File: src/rtl/lisa_qspi_resp.sv
// QSPI target responder: decodes 0x03 / 0xEB / 0x38 from an asynchronous SPI mode-0
// initiator and turns them into single-clk byte read/write strobes on a local memory port.
module lisa_qspi_resp #(
  parameter int unsigned ADDR_BITS    = 24,
  parameter int unsigned DUMMY_CYCLES = 6
) (
  input  logic                 clk,
  input  logic                 rst_n,
  input  logic                 ce_n,
  input  logic                 sck,
  input  logic [3:0]           dq_in,
  output logic [3:0]           dq_out,
  output logic [3:0]           dq_oe,
  output logic [ADDR_BITS-1:0] mem_addr,
  output logic                 mem_rd,
  input  logic [7:0]           mem_rdata,
  output logic                 mem_wr,
  output logic [7:0]           mem_wdata
);

  typedef enum logic [2:0] {
    IDLE,
    CMD,
    ADDR,
    DUMMY,
    RDATA,
    WDATA,
    IGNORE
  } state_e;

  localparam int unsigned CNT_W = 8;
  localparam logic [CNT_W-1:0] CMD_LAST    = CNT_W'(7);
  localparam logic [CNT_W-1:0] ADDR_LAST_S = CNT_W'(ADDR_BITS - 1);
  localparam logic [CNT_W-1:0] ADDR_LAST_Q = CNT_W'(ADDR_BITS / 4 - 1);
  localparam logic [CNT_W-1:0] DUMMY_LAST  = CNT_W'((DUMMY_CYCLES > 0) ? DUMMY_CYCLES - 1 : 0);

  // Synchronizers
  logic       ce_s1_q, ce_s2_q;
  logic       sck_s1_q, sck_s2_q, sck_prev_q;
  logic [3:0] dq_s1_q, dq_s2_q;
  logic       sck_rise, sck_fall;

  // The ce_n synchronizer resets to "selected" so a transaction already in flight
  // at reset release is not picked up halfway; a genuine high must be seen first.
  always_ff @(posedge clk or negedge rst_n) begin
    if (!rst_n) begin
      ce_s1_q    <= 1'b0;
      ce_s2_q    <= 1'b0;
      sck_s1_q   <= 1'b0;
      sck_s2_q   <= 1'b0;
      sck_prev_q <= 1'b0;
      dq_s1_q    <= '0;
      dq_s2_q    <= '0;
    end else begin
      ce_s1_q    <= ce_n;
      ce_s2_q    <= ce_s1_q;
      sck_s1_q   <= sck;
      sck_s2_q   <= sck_s1_q;
      sck_prev_q <= sck_s2_q;
      dq_s1_q    <= dq_in;
      dq_s2_q    <= dq_s1_q;
    end
  end

  assign sck_rise = sck_s2_q & ~sck_prev_q;
  assign sck_fall = ~sck_s2_q & sck_prev_q;

  // Protocol state
  state_e               state_q, state_d;
  logic [CNT_W-1:0]     cnt_q, cnt_d, cnt_inc;
  logic [7:0]           cmd_q, cmd_d, cmd_next;
  logic                 quad_q, quad_d;
  logic                 wr_mode_q, wr_mode_d;
  logic                 armed_q, armed_d;
  logic [ADDR_BITS-1:0] addr_q, addr_d;
  logic                 rd_q, rd_d;
  logic                 rd_dly_q;
  logic                 wr_q, wr_d;
  logic [7:0]           wdata_q, wdata_d;
  logic [3:0]           nib_q, nib_d;
  logic [7:0]           rbyte_q, rbyte_d;
  logic [3:0]           dq_out_q, dq_out_d;
  logic [3:0]           dq_oe_q, dq_oe_d;
  logic                 rd_last;

  assign cnt_inc  = cnt_q + CNT_W'(1);
  assign cmd_next = {cmd_q[6:0], dq_s2_q[0]};

  always_comb begin
    state_d   = state_q;
    cnt_d     = cnt_q;
    cmd_d     = cmd_q;
    quad_d    = quad_q;
    wr_mode_d = wr_mode_q;
    armed_d   = armed_q | ce_s2_q;
    addr_d    = addr_q;
    rd_d      = 1'b0;
    wr_d      = 1'b0;
    wdata_d   = wdata_q;
    nib_d     = nib_q;
    rbyte_d   = rbyte_q;
    dq_out_d  = dq_out_q;
    dq_oe_d   = dq_oe_q;
    rd_last   = 1'b0;

    // Post-write increment and read-data capture run independently of the state.
    if (wr_q)     addr_d  = addr_q + 1'b1;
    if (rd_dly_q) rbyte_d = mem_rdata;

    unique case (state_q)
      IDLE: begin
        if (!ce_s2_q && armed_q) begin
          state_d = CMD;
          cnt_d   = '0;
        end
      end
      CMD: begin
        if (sck_rise) begin
          cmd_d = cmd_next;
          cnt_d = cnt_inc;
          if (cnt_q == CMD_LAST) begin
            cnt_d = '0;
            case (cmd_next)
              8'h03:   begin quad_d = 1'b0; wr_mode_d = 1'b0; state_d = ADDR; end
              8'hEB:   begin quad_d = 1'b1; wr_mode_d = 1'b0; state_d = ADDR; end
              8'h38:   begin quad_d = 1'b1; wr_mode_d = 1'b1; state_d = ADDR; end
              default: state_d = IGNORE;
            endcase
          end
        end
      end
      ADDR: begin
        if (sck_rise) begin
          addr_d = quad_q ? {addr_q[ADDR_BITS-5:0], dq_s2_q}
                          : {addr_q[ADDR_BITS-2:0], dq_s2_q[0]};
          cnt_d  = cnt_inc;
          if (cnt_q == (quad_q ? ADDR_LAST_Q : ADDR_LAST_S)) begin
            cnt_d = '0;
            if (wr_mode_q) begin
              state_d = WDATA;
            end else begin
              rd_d    = 1'b1;
              state_d = (quad_q && DUMMY_CYCLES != 0) ? DUMMY : RDATA;
            end
          end
        end
      end
      DUMMY: begin
        if (sck_rise) begin
          cnt_d = cnt_inc;
          if (cnt_q == DUMMY_LAST) begin
            cnt_d   = '0;
            state_d = RDATA;
          end
        end
      end
      RDATA: begin
        if (sck_fall) begin
          if (quad_q) begin
            dq_oe_d  = 4'b1111;
            dq_out_d = cnt_q[0] ? rbyte_q[3:0] : rbyte_q[7:4];
            rd_last  = cnt_q[0];
          end else begin
            dq_oe_d  = 4'b0010;
            dq_out_d = {2'b00, rbyte_q[~cnt_q[2:0]], 1'b0};
            rd_last  = (cnt_q[2:0] == 3'd7);
          end
          cnt_d = rd_last ? '0 : cnt_inc;
          if (rd_last) begin
            addr_d = addr_q + 1'b1;
            rd_d   = 1'b1;
          end
        end
      end
      WDATA: begin
        if (sck_rise) begin
          if (!cnt_q[0]) begin
            nib_d = dq_s2_q;
            cnt_d = CNT_W'(1);
          end else begin
            wdata_d = {nib_q, dq_s2_q};
            wr_d    = 1'b1;
            cnt_d   = '0;
          end
        end
      end
      IGNORE: ;
      default: state_d = IDLE;
    endcase

    if (ce_s2_q) begin
      state_d = IDLE;
      cnt_d   = '0;
      cmd_d   = '0;
      nib_d   = '0;
      rd_d    = 1'b0;
      wr_d    = 1'b0;
    end

    if (state_d != RDATA) begin
      dq_oe_d  = '0;
      dq_out_d = '0;
    end
  end

  always_ff @(posedge clk or negedge rst_n) begin
    if (!rst_n) begin
      state_q   <= IDLE;
      cnt_q     <= '0;
      cmd_q     <= '0;
      quad_q    <= 1'b0;
      wr_mode_q <= 1'b0;
      armed_q   <= 1'b0;
      addr_q    <= '0;
      rd_q      <= 1'b0;
      rd_dly_q  <= 1'b0;
      wr_q      <= 1'b0;
      wdata_q   <= '0;
      nib_q     <= '0;
      rbyte_q   <= '0;
      dq_out_q  <= '0;
      dq_oe_q   <= '0;
    end else begin
      state_q   <= state_d;
      cnt_q     <= cnt_d;
      cmd_q     <= cmd_d;
      quad_q    <= quad_d;
      wr_mode_q <= wr_mode_d;
      armed_q   <= armed_d;
      addr_q    <= addr_d;
      rd_q      <= rd_d;
      rd_dly_q  <= rd_q;
      wr_q      <= wr_d;
      wdata_q   <= wdata_d;
      nib_q     <= nib_d;
      rbyte_q   <= rbyte_d;
      dq_out_q  <= dq_out_d;
      dq_oe_q   <= dq_oe_d;
    end
  end

  assign dq_out    = dq_out_q;
  assign dq_oe     = dq_oe_q;
  assign mem_addr  = addr_q;
  assign mem_rd    = rd_q;
  assign mem_wr    = wr_q;
  assign mem_wdata = wdata_q;

endmodule

File: config.mk
export PLATFORM = sky130hd
export DESIGN_NAME = lisa_qspi_resp
export DESIGN_NICKNAME = d
export VERILOG_FILES = /design/src/rtl/lisa_qspi_resp.sv
export SDC_FILE = /design/constraint.sdc
export NUM_CORES = 1
export LEC_CHECK = 0
export CAP_MARGIN = 0
export CORE_ASPECT_RATIO = 0.5
export CORE_MARGIN = 3
export CORE_UTILIZATION = 39
export CTS_CLUSTER_DIAMETER = 200
export DETAILED_ROUTE_END_ITERATION = 10
export MAX_ROUTING_LAYER = met4
export PLACE_DENSITY_LB_ADDON = 0.3
export SETUP_SLACK_MARGIN = 0.02
export SLEW_MARGIN = 25
export SYNTH_ARGS = -nofsm -noshare
export SYNTH_HDL_FRONTEND = slang
export SYNTH_SLANG_ARGS = --single-unit
File: constraint.sdc
create_clock -name clk -period 2.85 [get_ports clk]
set_input_delay 0.285 -clock clk [delete_from_list [all_inputs] [get_ports clk]]
set_output_delay 0.285 -clock clk [all_outputs]
set_load 0.02 [all_outputs]
Word level (Yosys, flattened, before mapping)
Cells that the tools add are included.
{"block": "totals", "in_bits": 16, "register_bits": 89}
{"block": "classes", "n_mux": 66, "n_bitwise": 6, "reduce_logical": 22, "n_lt_le_gt_ge": 1, "eq_ne": 21, "add_sub_neg": 2}
{"op": "two-way mux 24 bit", "count": 5}
{"op": "two-way mux 8 bit", "count": 11}
{"op": "two-way mux 4 bit", "count": 13}
{"op": "case mux 24 bit (2 select lines)", "count": 1}
{"op": "case mux 8 bit (6 select lines)", "count": 1}
{"op": "two-way mux 3 bit", "count": 11}
{"op": "adder 24 x 1 -> 24 bit, second input constant", "count": 1}
{"op": "two-way mux 7 bit", "count": 3}
{"op": "!= test 3 bit, second input constant", "count": 7}
{"op": "== test 8 x 3 -> 1 bit, second input constant", "count": 2}
{"op": "two-way mux 1 bit", "count": 15}
{"op": "case mux 3 bit (5 select lines)", "count": 1}
{"op": "nonzero test 2 bit", "count": 7}
{"op": "== test 3 bit, second input constant", "count": 4}
{"op": "adder 8 x 1 -> 8 bit, second input constant", "count": 1}
{"op": "== test 8 x 2 -> 1 bit, second input constant", "count": 1}
{"op": "== test 8 x 5 -> 1 bit", "count": 1}
{"op": "== test 8 x 6 -> 1 bit, second input constant", "count": 1}
{"op": "== test 8 bit, second input constant", "count": 1}
{"op": "AND reduction 4 bit", "count": 2}
{"op": "AND reduction 7 bit", "count": 1}
{"op": "nonzero test 7 bit", "count": 1}
{"op": "== test 3 x 2 -> 1 bit, second input constant", "count": 2}
{"op": "case mux 1 bit (2 select lines)", "count": 3}
{"op": "16 further kinds", "count": 22}

Depth between registers and ports, before layout
{"block": "logic_depth", "depth_word": 10, "depth_mapped": 8, "depth_no_buf": 7}

Least setup slack after synthesis
Ideal clock, no wire load.
{"block": "synth_path", "path_kind": "flip-flop to flip-flop", "start": "register addr_q[0] (netlist: mem_addr[0])", "end": "register addr_q[20] (netlist: mem_addr[20])", "path_stages_with_launch": 7, "path_slack_ns": 0.713, "setup_ns": 0.125, "t_arrival_ns": 2.012, "synth_period_minus_slack_ns": 2.137, "required_time_ns": 2.725, "cell_sequence": "dfrtp_1 > ha_1 > nand2_1 > nor4_1 > a21boi_0 > nor3b_1 > o21ai_1"}
{"block": "synth_via", "elab_chain_cells": 5, "word_cells_on_any_way": 6}
{"item": "start: declaration", "line": "75", "text": "logic [ADDR_BITS-1:0] addr_q, addr_d;"}
{"item": "start signal: assignment", "line": "230", "text": "addr_q <= addr_d;"}
{"item": "adder 24 x 1 -> 24 bit *", "line": "107, 170"}
{"item": "two-way mux 24 bit", "line": "107", "text": "if (wr_q) addr_d = addr_q + 1'b1;"}
{"item": "two-way mux 24 bit", "line": "169", "text": "if (rd_last) begin"}
{"item": "two-way mux 24 bit", "line": "158", "text": "if (sck_fall) begin"}
{"item": "case mux 24 bit (2 select lines) *", "line": "110", "text": "unique case (state_q)"}
{"item": "via addr_d[20]", "line": "75"}
The timed path passes the listed nets; every way through them passes the cells marked *.
A chain may end at the register's enable or synchronous reset.

Worst setup path in the final report
{"block": "layout_path", "start": "register cnt_q[1]", "end": "register addr_q[10] (netlist: mem_addr[10])"}
{"block": "layout_via", "elab_chain_cells": 7}
{"item": "start: declaration", "line": "70", "text": "logic [CNT_W-1:0] cnt_q, cnt_d, cnt_inc;"}
{"item": "start signal: assignment", "line": "225", "text": "cnt_q <= cnt_d;"}
{"item": "== test 3 bit", "line": "166", "text": "rd_last = (cnt_q[2:0] == 3'd7);"}
{"item": "two-way mux 1 bit", "line": "159", "text": "if (quad_q) begin"}
{"item": "two-way mux 1 bit", "line": "158"}
{"item": "two-way mux 1 bit", "line": "110"}
{"item": "two-way mux 24 bit", "line": "169"}
{"item": "two-way mux 24 bit", "line": "158"}
{"item": "case mux 24 bit (2 select lines)", "line": "110"}
{"item": "via addr_d[10]", "line": "75"}
The timed path passes the listed nets, and every way through them passes these cells. The select of a mux whose other input is x is not followed.

==> flow_summary_export.csv <==
group,metric,value,unit
power,clkPwrFrac,45.6,%
logic_synthesis,ys.flop_type,"dfrtp_1",
worst_setup_path,crit_buf_inv,1,
floorplan,die_y,89.5,um
clock_network,clock-root-buffer,"clkbuf_16",
timing,post-route-period-util,85.0,%
worst_setup_path,arrival,2.65,ns
global_routing,grt_max_degree,48,
global_routing,grt_pass1_vias,4427,
floorplan,start_util,41.4,%
worst_setup_path,worstSetupPathType,"flop to flop",
cells_and_area,utilization,49.0,%
cells_and_area,nets,612,
worst_setup_path,slowest_delay,0.50,ns
clock_network,numCtsBuffers,9,
logic_synthesis,synth_nets,568,
timing,fin_crit,2.42,ns
cells_and_area,layout_common_cells,"87 x dfrtp_1, 56 x clkdlybuf4s50_1, 39 x nand2_1, 32 x mux2i_1, 32 x nor2_1",
floorplan,pin_count,58,
worst_setup_path,crit_required,3.07,ns
timing,setup_viol,0,
power,combinationalPowerShare,4.4,%
worst_hold_path,min_path_cells,0,
detailed_routing,wl_per_cell,18.2,um
logic_synthesis,postSynthCellCount,548,
floorplan,rows,29,
floorplan,dieArea,15500,um2
timing,fin_tns_setup,0,ns
power,powerDensity,390,nW/um2
global_routing,use_met3,4.62,%
global_routing,grtUsageTotal,20.0,%
logic_synthesis,ys_warn_count,0,
global_routing,grt-ovfl-total,0,
timing,final-hold-violation-count,0,
clock_network,cts.sinks,87,
floorplan,die_w,173,um
cells_and_area,diodes,0,
power,peakVddDrop,0.000288,V
detailed_routing,drt_pass1_iterations,5,
floorplan,core,13100,um2
worst_setup_path,crit_family,"adder cells",
power,power,2510,uW
status,status,"finished, final reports clean",
timing,skew,0.00647,ns
clock_network,worstSkewPairLatency,0.35,ns
cells_and_area,final_common_cell,"dfrtp_1",
worst_setup_path,r2r_cells,8,
logic_synthesis,synth_cell_types,83,
detailed_routing,viasPerCell,5.87,
logic_synthesis,netlist.area_leader.share,40.0,%
worst_setup_path,end_kind,"flop",
logic_synthesis,avgSynthCellArea,9.92,um2
global_routing,grt_use_met2,29.9,%
timing,maxSlewHeadroom,48.6,%
global_routing,use_met1,27.4,%
cells_and_area,final_layout_size_suffix_gt1_share,15.2,%
timing,fmax,0.413,GHz
worst_setup_path,critPathMostFrequentCell,"ha_1",
clock_network,cts_tree,"yes",
logic_synthesis,synth-edff-count,0,
placed_design,io_buffers,57,
cells_and_area,syn_to_final_growth,18.5,%
worst_setup_path,start_kind,"flop",
placed_design,post-dp-hpwl,9.79,mm
timing,drv_slew,0,
logic_synthesis,yosysTopAreaCell,"dfrtp_1",
power,seqPwrFrac,50.1,%
logic_synthesis,synth_area_leaders,"dfrtp_1 40%, mux2i_1 5.9%, mux2_2 4.1%",
power,switching_share,24.7,%
detailed_routing,ant_nets,0,
logic_synthesis,yosys_register_bits,87,
job,maxCapViolations,0,
timing,worstMarginPinSlew,0.764,ns
worst_setup_path,cp_cell_sequence,"ha_1 > ha_1 > mux2_2 > a31oi_2 > buf_4 > nor4b_1 > mux2i_1 > o22ai_1",
power,leakage,0.00253,uW
worst_setup_path,cp_slowest_cell,"dfrtp_1",
timing,rsz0062_at_grt,"no",
detailed_routing,routed_wl,14.3,mm
worst_setup_path,crit_fanout,13,
power,net-switching-power,620,uW
worst_hold_path,holdCritPathClass,"flop to flop",
logic_synthesis,netlist_area,5440,um2
clock_network,cts.path.max_buffers,2,
power,internal_power,1890,uW
worst_setup_path,cp.depth,8,
placed_design,gp_congestion,0.866,
global_routing,antenna_found_initial,0,
detailed_routing,dr.first_iter.drc_count,384,
global_routing,grt_pass1_wl,24.0,mm
logic_synthesis,synth-async-reset-ratio,100,%
clock_network,cts_max_level,3,
clock_network,path_clk_slew,0.07,ns
global_routing,busiest_layer,"met2",
detailed_routing,drcViolationCount,0,
detailed_routing,vias,4595,
logic_synthesis,yosysSeqAreaShare,40.0,%
## cells by family (layout without fill, tap and decap cells)
family	count (synthesis)	after routing	synth area share, %
compound gates	128	128	16.8
flops	87	87	40.0
fa+ha+maj	4	4	0.921
mux	55	55	11.1
simple gates	198	198	22.5
xor+xnor	22	22	3.54
buf+inv	54	103	5.04
## worst reg2reg max path: stages (launching register included)
cell and delay [ns]:
dfrtp_1 0.50, ha_1 0.30, ha_1 0.23, mux2_2 0.22, a31oi_2 0.09, buf_4 0.23, nor4b_1 0.42, mux2i_1 0.23
o22ai_1 0.09
## flip-flops by register name, summed over array words and instances (netlist names), 2 cells and up
signal,flops
cmd_q,7
dq_oe,2
rbyte_q,8
dq_s1_q,4
mem_addr,24
cnt_q,8
dq_s2_q,4
state_q,3
mem_wdata,8
dq_out,4
nib_q,4
## power by group through the flow
stage	sequential (uW)	combinational (uW)	clock, uW
floorplan	1280	51.0	0
global placement	1280	110	0
detailed placement	1280	110	0
CTS	1260	112	1170
global route	1260	122	1240
finish	1260	110	1150
## Yosys cell counts, types with 9 or more instances
master    count
nand2_1      39
mux2i_1      32
a211oi_1     10
clkbuf_1     15
nand4_1      12
nor4_1        9
nor2b_1      13
nand3_1      14
xnor2_1      18
buf_4        11
nor2_1       32
mux2_2       20
o21ai_0      22
dfrtp_1      87
buf_2        11
nor3_1       15
a21oi_1      28
## final cells by class
cell class	count	area (um2)
clock buffers	10	229
clock inverters	6	50.0
fillers	1211	6700
inverters	8	30.0
multi-input cells	407	2990
flip-flops and latches	87	2180
well taps	186	233
repair buffers	79	736
## layer usage
metal,vias to the layer above,part of all wire (%)
li1,2143,-
met1,2287,48
met2,147,44
met3,18,6.1
met4,0,1.3
met5,-,0
## stage by stage
stage	std cells	cell area (um2)	hold slack, ns	worst slack (ns)
5_1_grt	783	6440	0.358	0.255
3_5_place_dp	766	6150	0.331	0.452
2_1_floorplan	548	5440	-0.0106	0.713
3_3_place_gp	766	6150	0.331	0.541
6_report	783	6440	0.349	0.426
4_1_cts	783	6440	0.350	0.439
## worst paths after layout
kind	from	to	slack (ns)
max in group asynchronous	rst_n	mem_addr[13]	1.62
worst min register to register	sck_s1_q	sck_s2_q	0.35
worst max-delay path	cnt_q[1]	mem_addr[10]	0.43
min in group asynchronous	rst_n	rbyte_q[7]	0.48
worst max register to register	cnt_q[1]	mem_addr[10]	0.43
worst min-delay path	sck_s1_q	sck_s2_q	0.35
## timing repair
action | in CTS | in global routing
endpoints found under the hold margin | 45 | 0
hold buffers | 1 | 0
setup buffers | 0 | 0
resized for setup | 0 | 0
No activity file was read; power rests on OpenSTA's default activity.
